<file path="src/rtl/exc_ctrl.sv">
`timescale 1ns/1ps
// exc_ctrl: exception/ERET sequencer between WB and CP0. It captures one event, strobes CP0, holds cancel, then redirects fetch.
// Ports: WB flags, pc, mem_addr and epc_in in; CP0 strobes and data, cancel, exc_valid/exc_pc and busy out. All outputs registered.
// Latency: CP0 strobes 1 cycle after capture, redirect FLUSH_CYCLES+1 cycles after capture. exc_valid holds until if_ready; busy blocks WB retirement.
module exc_ctrl #(
    parameter logic [31:0] EXC_ENTER_ADDR = 32'h0000_0000,
    parameter int unsigned FLUSH_CYCLES   = 2
) (
    input  logic        clk,
    input  logic        reset,
    input  logic        wb_valid,
    input  logic        fetch_error,
    input  logic        overflow,
    input  logic        syscall,
    input  logic        raddr_error,
    input  logic        waddr_error,
    input  logic        eret,
    input  logic [31:0] wb_pc,
    input  logic [31:0] mem_addr,
    input  logic [31:0] epc_in,
    input  logic        status_exl,
    input  logic        if_ready,
    output logic        epc_wen,
    output logic [31:0] epc_wdata,
    output logic        cause_wen,
    output logic [4:0]  exc_code,
    output logic        badv_wen,
    output logic [31:0] badv_wdata,
    output logic        exl_set,
    output logic        exl_clr,
    output logic        cancel,
    output logic        exc_valid,
    output logic [31:0] exc_pc,
    output logic        busy
);

    typedef enum logic [1:0] {
        IDLE     = 2'd0,
        FLUSH    = 2'd1,
        REDIRECT = 2'd2
    } state_t;

    localparam logic [2:0] LAST_CNT = 3'(FLUSH_CYCLES - 1);

    state_t      state_q;
    logic [2:0]  cnt_q;
    logic        is_eret_q;
    logic [31:0] epc_q;

    // Priority-resolved decode of the WB flags; only consumed in IDLE.
    logic        any_exc_d;
    logic        capture_d;
    logic [4:0]  code_d;
    logic        badv_wen_d;
    logic [31:0] badv_d;

    assign any_exc_d = fetch_error | overflow | syscall | raddr_error | waddr_error;
    assign capture_d = wb_valid & (any_exc_d | eret);

    always_comb begin
        code_d     = 5'd0;
        badv_wen_d = 1'b0;
        badv_d     = 32'd0;
        if (fetch_error) begin
            code_d     = 5'd4;
            badv_wen_d = 1'b1;
            badv_d     = wb_pc;
        end else if (overflow) begin
            code_d = 5'd12;
        end else if (syscall) begin
            code_d = 5'd8;
        end else if (raddr_error) begin
            code_d     = 5'd4;
            badv_wen_d = 1'b1;
            badv_d     = mem_addr;
        end else if (waddr_error) begin
            code_d     = 5'd5;
            badv_wen_d = 1'b1;
            badv_d     = mem_addr;
        end
    end

    always_ff @(posedge clk or posedge reset) begin
        if (reset) begin
            state_q    <= IDLE;
            cnt_q      <= 3'd0;
            is_eret_q  <= 1'b0;
            epc_q      <= 32'd0;
            epc_wen    <= 1'b0;
            epc_wdata  <= 32'd0;
            cause_wen  <= 1'b0;
            exc_code   <= 5'd0;
            badv_wen   <= 1'b0;
            badv_wdata <= 32'd0;
            exl_set    <= 1'b0;
            exl_clr    <= 1'b0;
            cancel     <= 1'b0;
            exc_valid  <= 1'b0;
            exc_pc     <= 32'd0;
            busy       <= 1'b0;
        end else begin
            // CP0 strobes are single-cycle pulses; their data buses return to zero with them.
            epc_wen    <= 1'b0;
            epc_wdata  <= 32'd0;
            cause_wen  <= 1'b0;
            exc_code   <= 5'd0;
            badv_wen   <= 1'b0;
            badv_wdata <= 32'd0;
            exl_set    <= 1'b0;
            exl_clr    <= 1'b0;
            case (state_q)
                IDLE: begin
                    if (capture_d) begin
                        state_q   <= FLUSH;
                        cnt_q     <= 3'd0;
                        busy      <= 1'b1;
                        cancel    <= 1'b1;
                        is_eret_q <= ~any_exc_d;
                        epc_q     <= epc_in;
                        if (any_exc_d) begin
                            cause_wen  <= 1'b1;
                            exc_code   <= code_d;
                            exl_set    <= 1'b1;
                            badv_wen   <= badv_wen_d;
                            badv_wdata <= badv_d;
                            // Nested exception (EXL already set) keeps the original EPC.
                            if (!status_exl) begin
                                epc_wen   <= 1'b1;
                                epc_wdata <= wb_pc;
                            end
                        end else begin
                            exl_clr <= 1'b1;
                        end
                    end
                end
                FLUSH: begin
                    if (cnt_q == LAST_CNT) begin
                        state_q   <= REDIRECT;
                        cancel    <= 1'b0;
                        exc_valid <= 1'b1;
                        exc_pc    <= is_eret_q ? epc_q : EXC_ENTER_ADDR;
                    end else begin
                        cnt_q <= cnt_q + 3'd1;
                    end
                end
                REDIRECT: begin
                    if (if_ready) begin
                        state_q   <= IDLE;
                        cnt_q     <= 3'd0;
                        exc_valid <= 1'b0;
                        exc_pc    <= 32'd0;
                        busy      <= 1'b0;
                    end
                end
                default: begin
                    state_q <= IDLE;
                end
            endcase
        end
    end

endmodule

</file>
<file path="config.mk">
export PLATFORM = sky130hd
export DESIGN_NAME = exc_ctrl
export DESIGN_NICKNAME = d
export VERILOG_FILES = /design/src/rtl/exc_ctrl.sv
export SDC_FILE = /design/constraint.sdc
export NUM_CORES = 1
export LEC_CHECK = 0
export CORE_ASPECT_RATIO = 1.4
export CORE_MARGIN = 2
export CORE_UTILIZATION = 48
export CTS_CLUSTER_SIZE = 25
export DETAILED_ROUTE_END_ITERATION = 12
export PLACE_DENSITY_LB_ADDON = 0.08
export SYNTH_ARGS = -nofsm -noshare
export SYNTH_HDL_FRONTEND = slang
export SYNTH_SLANG_ARGS = --single-unit
</file>
<file path="constraint.sdc">
create_clock -name clk -period 9.4 [get_ports clk]
set_input_delay 1.88 -clock clk [delete_from_list [all_inputs] [get_ports clk]]
set_output_delay 1.88 -clock clk [all_outputs]
set_load 0.02 [all_outputs]
</file>
==> flow_metrics.env, run 1 <==
export IMPL_crit_type="input pin to flip-flop"
export IMPL_p_per_area_nw_per_um2=290.5
export IMPL_syn_area_per_cell_um2=13.45
export IMPL_slowest_stage="a21o_1"
export IMPL_drtIter0Drc=116
export IMPL_hpwl_mm=9.512
export IMPL_cp_required_ns=9.74
export IMPL_cts_tree="built"
export IMPL_endpoint_kind="flip-flop"
export IMPL_fin_crit_ns=3.790
export IMPL_fmax_mhz=263.9
export IMPL_dieArea_um2=12840
export IMPL_finalMaxSlewViolations=0
export IMPL_grt_max_degree=77
export IMPL_leakage_nw=3.742
export IMPL_synthArstFlopShare=1.000
export IMPL_numClockSinks=144
export IMPL_htreeDepth=4
export IMPL_cts_setup_buffers=0
export IMPL_area_growth_pct=48.14
export IMPL_clk_latency_ns=0.41
export IMPL_period_share=0.4032
export IMPL_holdWs_ns=0.4947
export IMPL_grt_ovfl_total=0
export IMPL_min_delay_start="epc_q[9]$_DFFE_PP0P_"
export IMPL_wire_per_inst_um=18.19
export IMPL_status="complete, no violations"
export IMPL_antenna_cells=0
export IMPL_clockBufferDepth=2
export IMPL_syn_cell_area_um2=5728
export IMPL_worst_r2r_cell_count=4
export IMPL_drive_gt1_frac=0.1641
export IMPL_hold_depth=1
export IMPL_cts_hold_fix_buffers=0
export IMPL_slowest_delay_ns=0.88
export IMPL_cts_root_buf="clkbuf_16"
export IMPL_antenna_found_initial=0
export IMPL_ys_seq_area_frac=0.6291
export IMPL_vias_per_cell=5.163
export IMPL_drt_pass1_iter_count=4
export IMPL_die_h_um=133.3
export IMPL_dpl_instance_area_um2=7894
export IMPL_synth_edff_count=0
export IMPL_power_total_mw=2.465
export IMPL_start_util=0.4870
export IMPL_ir_drop_mv=0.1144
export IMPL_track_usage=0.2297
export IMPL_final_antenna_net_count=0
export IMPL_final_area_um2=8486
export IMPL_io_buffers=213
export IMPL_pin_count=216
export IMPL_reg2reg_slack_ns=7.27
export IMPL_core_area_um2=11760
export IMPL_cp_start_kind="input pin"
export IMPL_dp_slack_ns=5.142
export IMPL_hp_class="flip-flop to flip-flop"
export IMPL_grt_pass1_vias=4400
export IMPL_drc=0
export IMPL_cp_arrival_ns=4.13
export IMPL_worstHoldEndpoint="exc_pc[9]$_DFFE_PP0P_"
export IMPL_final_hold_viol_count=0
export IMPL_crit_reg2reg_launch="state_q[1]$_DFFE_PP0P_"
export IMPL_numCtsBuffers=17
export IMPL_tightestPinTransition_ns=1.133
export IMPL_fin_nets=739
export IMPL_finalSetupTns_ns=0
export IMPL_die_w_um=96.33
export IMPL_crit_fanout=37
export IMPL_cp_cell_sequence="clkdlybuf4s50_1 > buf_4 > nor3_1 > a21o_1 > inv_1 > nor2_1"
export IMPL_maxCapViolations=0
export IMPL_skew_ns=0.01052
export IMPL_cts_resized=0
export IMPL_finalWorstSetupSlack_ns=5.610
export IMPL_wirelength_mm=14.31
export IMPL_vias=4063
export IMPL_rsz0062_at_grt="no"
export IMPL_gp_congestion=0.7038
export IMPL_num_rows=47
export IMPL_path_clk_slew_ns=0.06
export IMPL_setup_viol=0
export IMPL_post_synth_num_cell_types=40
export IMPL_syn_instance_count=426
export IMPL_max_slew_margin=0.2423
export IMPL_grt_pass1_wl_mm=22.43
export IMPL_ys_ff_latch=144
export IMPL_r2r_end="epc_q[7]$_DFFE_PP0P_"
export IMPL_synthFlopType="dfrtp_1"
export IMPL_yosysWarningCount=0
[power by group]
part           total [mW]  switching, mW  internal (mW)
sequential          0.927          0.111          0.816
clock               0.674          0.246          0.428
combinational       0.864          0.403          0.461
[sequential cells by signal (all words and copies together) (netlist names)]
| signal | flops |
|---|---|
| badv_wdata | 32 |
| badv_wen | 1 |
| busy | 1 |
| cancel | 1 |
| cnt_q | 3 |
| epc_q | 32 |
| epc_wdata | 32 |
| epc_wen | 1 |
| exc_code | 3 |
| exc_pc | 32 |
| exc_valid | 1 |
| exl_clr | 1 |
| exl_set | 1 |
| is_eret_q | 1 |
| state_q | 2 |
[final cells by class]
cell class	count	area, µm²
clock buffers	20	456.7
flip-flops and latches	144	3603
multi-input cells	243	1911
repair buffers	219	2172
well taps	147	183.9
fillers	860	3276
inverters	5	23.77
clock inverters	9	135.1
[worst max-delay path by stage]
| stage | slack (ns) | from | endpoint | depth (start not counted) |
|---|---|---|---|---|
| after global placement | 5.30 | overflow | epc_wdata[16]$_DFF_PP0_ | 5 |
| final | 5.61 | overflow | is_eret_q$_DFFE_PP0P_ | 6 |
| after detailed placement | 5.14 | overflow | is_eret_q$_DFFE_PP0P_ | 6 |
| after floorplan | 3.65 | reset | badv_wdata[0]$_DFF_PP0_ | 1 |
| after global routing | 5.38 | overflow | is_eret_q$_DFFE_PP0P_ | 6 |
| after CTS | 5.55 | overflow | is_eret_q$_DFFE_PP0P_ | 6 |
[placed cells by master (no fill, tap or decap), types with 2 or more instances in the layout]
master           synthesis  routed
clkinvlp_4               0       3
nor3b_1                  2       2
a22o_1                  33      33
clkbuf_16                0      17
nor2_1                   6       6
a21oi_1                 37      36
buf_4                    3       6
inv_6                    0       2
ha_1                     2       2
mux2_4                  28      28
a31o_2                   2       2
mux2_2                   5       5
o21ai_0                  4       4
and2_1                  32      32
inv_1                    5       4
nand2_1                 35      35
dfrtp_1                144     144
bufinv_16                0       3
or4b_1                   4       4
nor2b_1                  3       3
nor3_1                   2       2
nand2b_1                 2       2
clkdlybuf4s50_1          0     212
conb_1                   1       2
or4b_2                  28      28
a21o_1                   2       2
clkbuf_8                 0       2
[through the flow]
stage | instances | utilization
after floorplan | 427 | -
after global placement | 758 | 0.6712
after detailed placement | 758 | 0.6712
after CTS | 787 | 0.7215
after global routing | 787 | 0.7215
final | 787 | 0.7215
[worst max-delay path: cells and delay by family]
family | cells | cell delay [ns]
AO/OA/AOI/OAI | 1 | 0.88
buffers and inverters | 3 | 0.78
AND/OR/NAND/NOR | 2 | 0.57
[cell families (layout without fill, tap and decap cells)]
logic type	count (synthesis)	count (layout)	share of synthesized area
flops	144	144	0.6291
buf+inv	40	253	0.04019
other cells	1	2	0.0006547
simple gates	122	122	0.1394
fa+ha+maj	2	2	0.004368
mux	33	33	0.08322
compound gates	84	84	0.1031
[synth_stat cells (all sizes together) (4+ instances only)]
| cell | count | area share |
|---|---|---|
| nand2 | 35 | 0.023 |
| a21oi | 37 | 0.032 |
| dfrtp | 144 | 0.63 |
| and2 | 32 | 0.035 |
| or4b | 32 | 0.056 |
| a22o | 33 | 0.050 |
| o21ai | 4 | 0.0035 |
| clkbuf | 21 | 0.014 |
| mux2 | 33 | 0.083 |
| inv | 5 | 0.0033 |
| nor2 | 6 | 0.0039 |
| buf | 14 | 0.023 |
[metal layers]
layer,up-vias,GRT usage,routed length (µm)
met4,0,0.06886,201
li1,1907,-,-
met5,-,0,0
met3,11,0.1176,1556
met1,1982,0.2652,5568
met2,163,0.3711,6988
No activity file was read; power rests on OpenSTA's default activity.
==> run 2, diff against run 1 <==
--- a/config.mk
+++ b/config.mk
@@ -7,7 +7,7 @@
 export LEC_CHECK = 0
 export CORE_ASPECT_RATIO = 1.4
 export CORE_MARGIN = 2
-export CORE_UTILIZATION = 48
+export CORE_UTILIZATION = 40
 export CTS_CLUSTER_SIZE = 25
 export DETAILED_ROUTE_END_ITERATION = 12
 export PLACE_DENSITY_LB_ADDON = 0.08
==> constraint.sdc (replaced) <==
create_clock -name clk -period 3.31 [get_ports clk]
set_input_delay 0.662 -clock clk [delete_from_list [all_inputs] [get_ports clk]]
set_output_delay 0.662 -clock clk [all_outputs]
set_load 0.02 [all_outputs]
==> flow_metrics.env, run 2 (synthesis results as in run 1) <==
export IMPL_status="complete, no violations"
export IMPL_sw_frac_of_total=0.3104
export IMPL_track_usage=0.1982
export IMPL_max_slew_margin=0.4563
export IMPL_p_comb_frac=0.352
export IMPL_finalWorstSetupSlack_ns=1.160
export IMPL_top_layer_used="met4"
export IMPL_skew_ns=0.01186
export IMPL_die_h_um=145.6
export IMPL_rsz0062_at_grt="no"
export IMPL_path_clk_slew_ns=0.06
export IMPL_grt_max_degree=145
export IMPL_num_rows=51
export IMPL_dpl_instance_area_um2=7988
export IMPL_final_antenna_net_count=0
export IMPL_period_share=0.6496
export IMPL_power_total_mw=7.033
export IMPL_fin_crit_ns=2.150
export IMPL_reg2reg_slack_ns=1.42
export IMPL_hpwl_mm=9.661
export IMPL_numClockSinks=144
export IMPL_dp_slack_ns=0.7780
export IMPL_drc=0
export IMPL_fin_nets=742
export IMPL_cp_cell_sequence="clkdlybuf4s50_1 > nor3b_1 > o21a_2 > buf_12 > mux2_2"
export IMPL_slowest_delay_ns=0.49
export IMPL_cp_required_ns=3.59
export IMPL_cts_setup_buffers=0
export IMPL_internal_power_mw=4.849
export IMPL_pin_count=216
export IMPL_vias=4160
export IMPL_seqCellArea_um2=3603
export IMPL_die_w_um=105.1
export IMPL_wl_met1_mm=5.793
export IMPL_fmax_mhz=465.1
export IMPL_gp_congestion=0.7485
export IMPL_cts_resized=0
export IMPL_finish_utilization=0.6146
export IMPL_final_cell_mix="clkdlybuf4s50_1 (212), dfrtp_1 (144), a21oi_1 (36)"
export IMPL_drive_gt1_frac=0.1708
export IMPL_slowest_stage="clkdlybuf4s50_1"
export IMPL_endpoint_kind="flip-flop"
export IMPL_final_hold_viol_count=0
export IMPL_grt_pass1_vias=4615
export IMPL_cts_tree="built"
export IMPL_cp_arrival_ns=2.44
export IMPL_antenna_found_initial=0
export IMPL_io_buffers=213
export IMPL_numCtsBuffers=17
export IMPL_start_util=0.4099
export IMPL_dr_wl_met3_mm=1.415
export IMPL_cp_start_kind="input pin"
export IMPL_wl_met2_mm=7.019
export IMPL_core_area_um2=13970
export IMPL_tightestPinTransition_ns=0.8155
export IMPL_p_per_area_nw_per_um2=818.9
export IMPL_hp_class="flip-flop to flip-flop"
export IMPL_cts_root_buf="clkbuf_16"
export IMPL_htreeDepth=4
export IMPL_antenna_cells=0
export IMPL_p_seq_frac=0.373
export IMPL_multiInputGateArea_um2=1911
export IMPL_dieArea_um2=15310
export IMPL_area_growth_pct=49.93
export IMPL_fill_cells=1113
export IMPL_crit_fanout=34
export IMPL_grt_pass1_wl_mm=23.87
export IMPL_leakage_nw=3.765
export IMPL_crit_type="input pin to flip-flop"
export IMPL_clk_latency_ns=0.41
export IMPL_power_frac_clock=0.275
export IMPL_drtIter0Drc=167
export IMPL_final_common_cell="clkdlybuf4s50_1"
export IMPL_maxCapViolations=0
export IMPL_finalMaxSlewViolations=0
export IMPL_drt_pass1_iter_count=4
export IMPL_setup_viol=0
export IMPL_clockBufferDepth=2
export IMPL_grt_ovfl_total=0
export IMPL_vias_per_cell=5.018
export IMPL_cts_hold_fix_buffers=0
export IMPL_ir_drop_mv=0.3586
export IMPL_final_area_um2=8588
export IMPL_wire_per_inst_um=17.48
export IMPL_wirelength_mm=14.49
export IMPL_p_switching_mw=2.183
export IMPL_finalSetupTns_ns=0
==> run 2: cell types whose count changed in the layout (fill, tap and decap cells not counted), sizes merged <==
cell,change
clkbuf,-2
buf,+3
clkinv,+2
clkinvlp,+1
==> run 2: metal layers <==
metal / vias to the layer above / track usage
met5: - / 0
met4: 0 / 0.07133
met3: 19 / 0.09136
met2: 153 / 0.3244
met1: 2077 / 0.2281
li1: 1911 / -
==> run 2: worst paths after layout <==
path / from / end / depth (start not counted)
max in group asynchronous: reset / badv_wdata[29]$_DFF_PP0_ / 3
worst max-delay path: wb_valid / epc_q[8]$_DFFE_PP0P_ / 5
worst max register to register: state_q[0]$_DFFE_PP0P_ / epc_q[8]$_DFFE_PP0P_ / 4
min in group asynchronous: reset / badv_wdata[5]$_DFF_PP0_ / 3
worst min-delay path: cancel$_DFFE_PP0P_ / cancel$_DFFE_PP0P_ / 1
worst min register to register: cancel$_DFFE_PP0P_ / cancel$_DFFE_PP0P_ / 1
==> run 2: power by group through the flow <==
stage	clock, mW	sequential [mW]	combinational, mW
finish	1.93	2.63	2.47
global route	2.08	2.70	2.65
detailed placement	0	2.66	2.49
CTS	1.99	2.63	2.51
floorplan	0	2.98	1.12
global placement	0	2.63	2.45
==> run 2: metrics by stage <==
step / cells / hold slack, ns
global route: 829 / 0.5137
global placement: 799 / 0.4730
floorplan: 427 / 0.4545
finish: 829 / 0.4842
CTS: 829 / 0.4903
detailed placement: 799 / 0.4771
==> run 2: worst max-delay path: cells and delay by family <==
kind                   cells  cell delay (ns)
buffers and inverters      2             0.73
and+or+nand+nor            1             0.38
muxes                      1             0.38
AOI/OAI and AO/OA          1             0.24
==> run 2: cell type report <==
type | instances | area share
Tap cell | 185 | 0.02695
Timing Repair Buffer | 222 | 0.2584
Sequential cell | 144 | 0.4196
Inverter | 5 | 0.002622
Multi-Input combinational cell | 243 | 0.2225
Clock inverter | 12 | 0.01879
Clock buffer | 18 | 0.05114
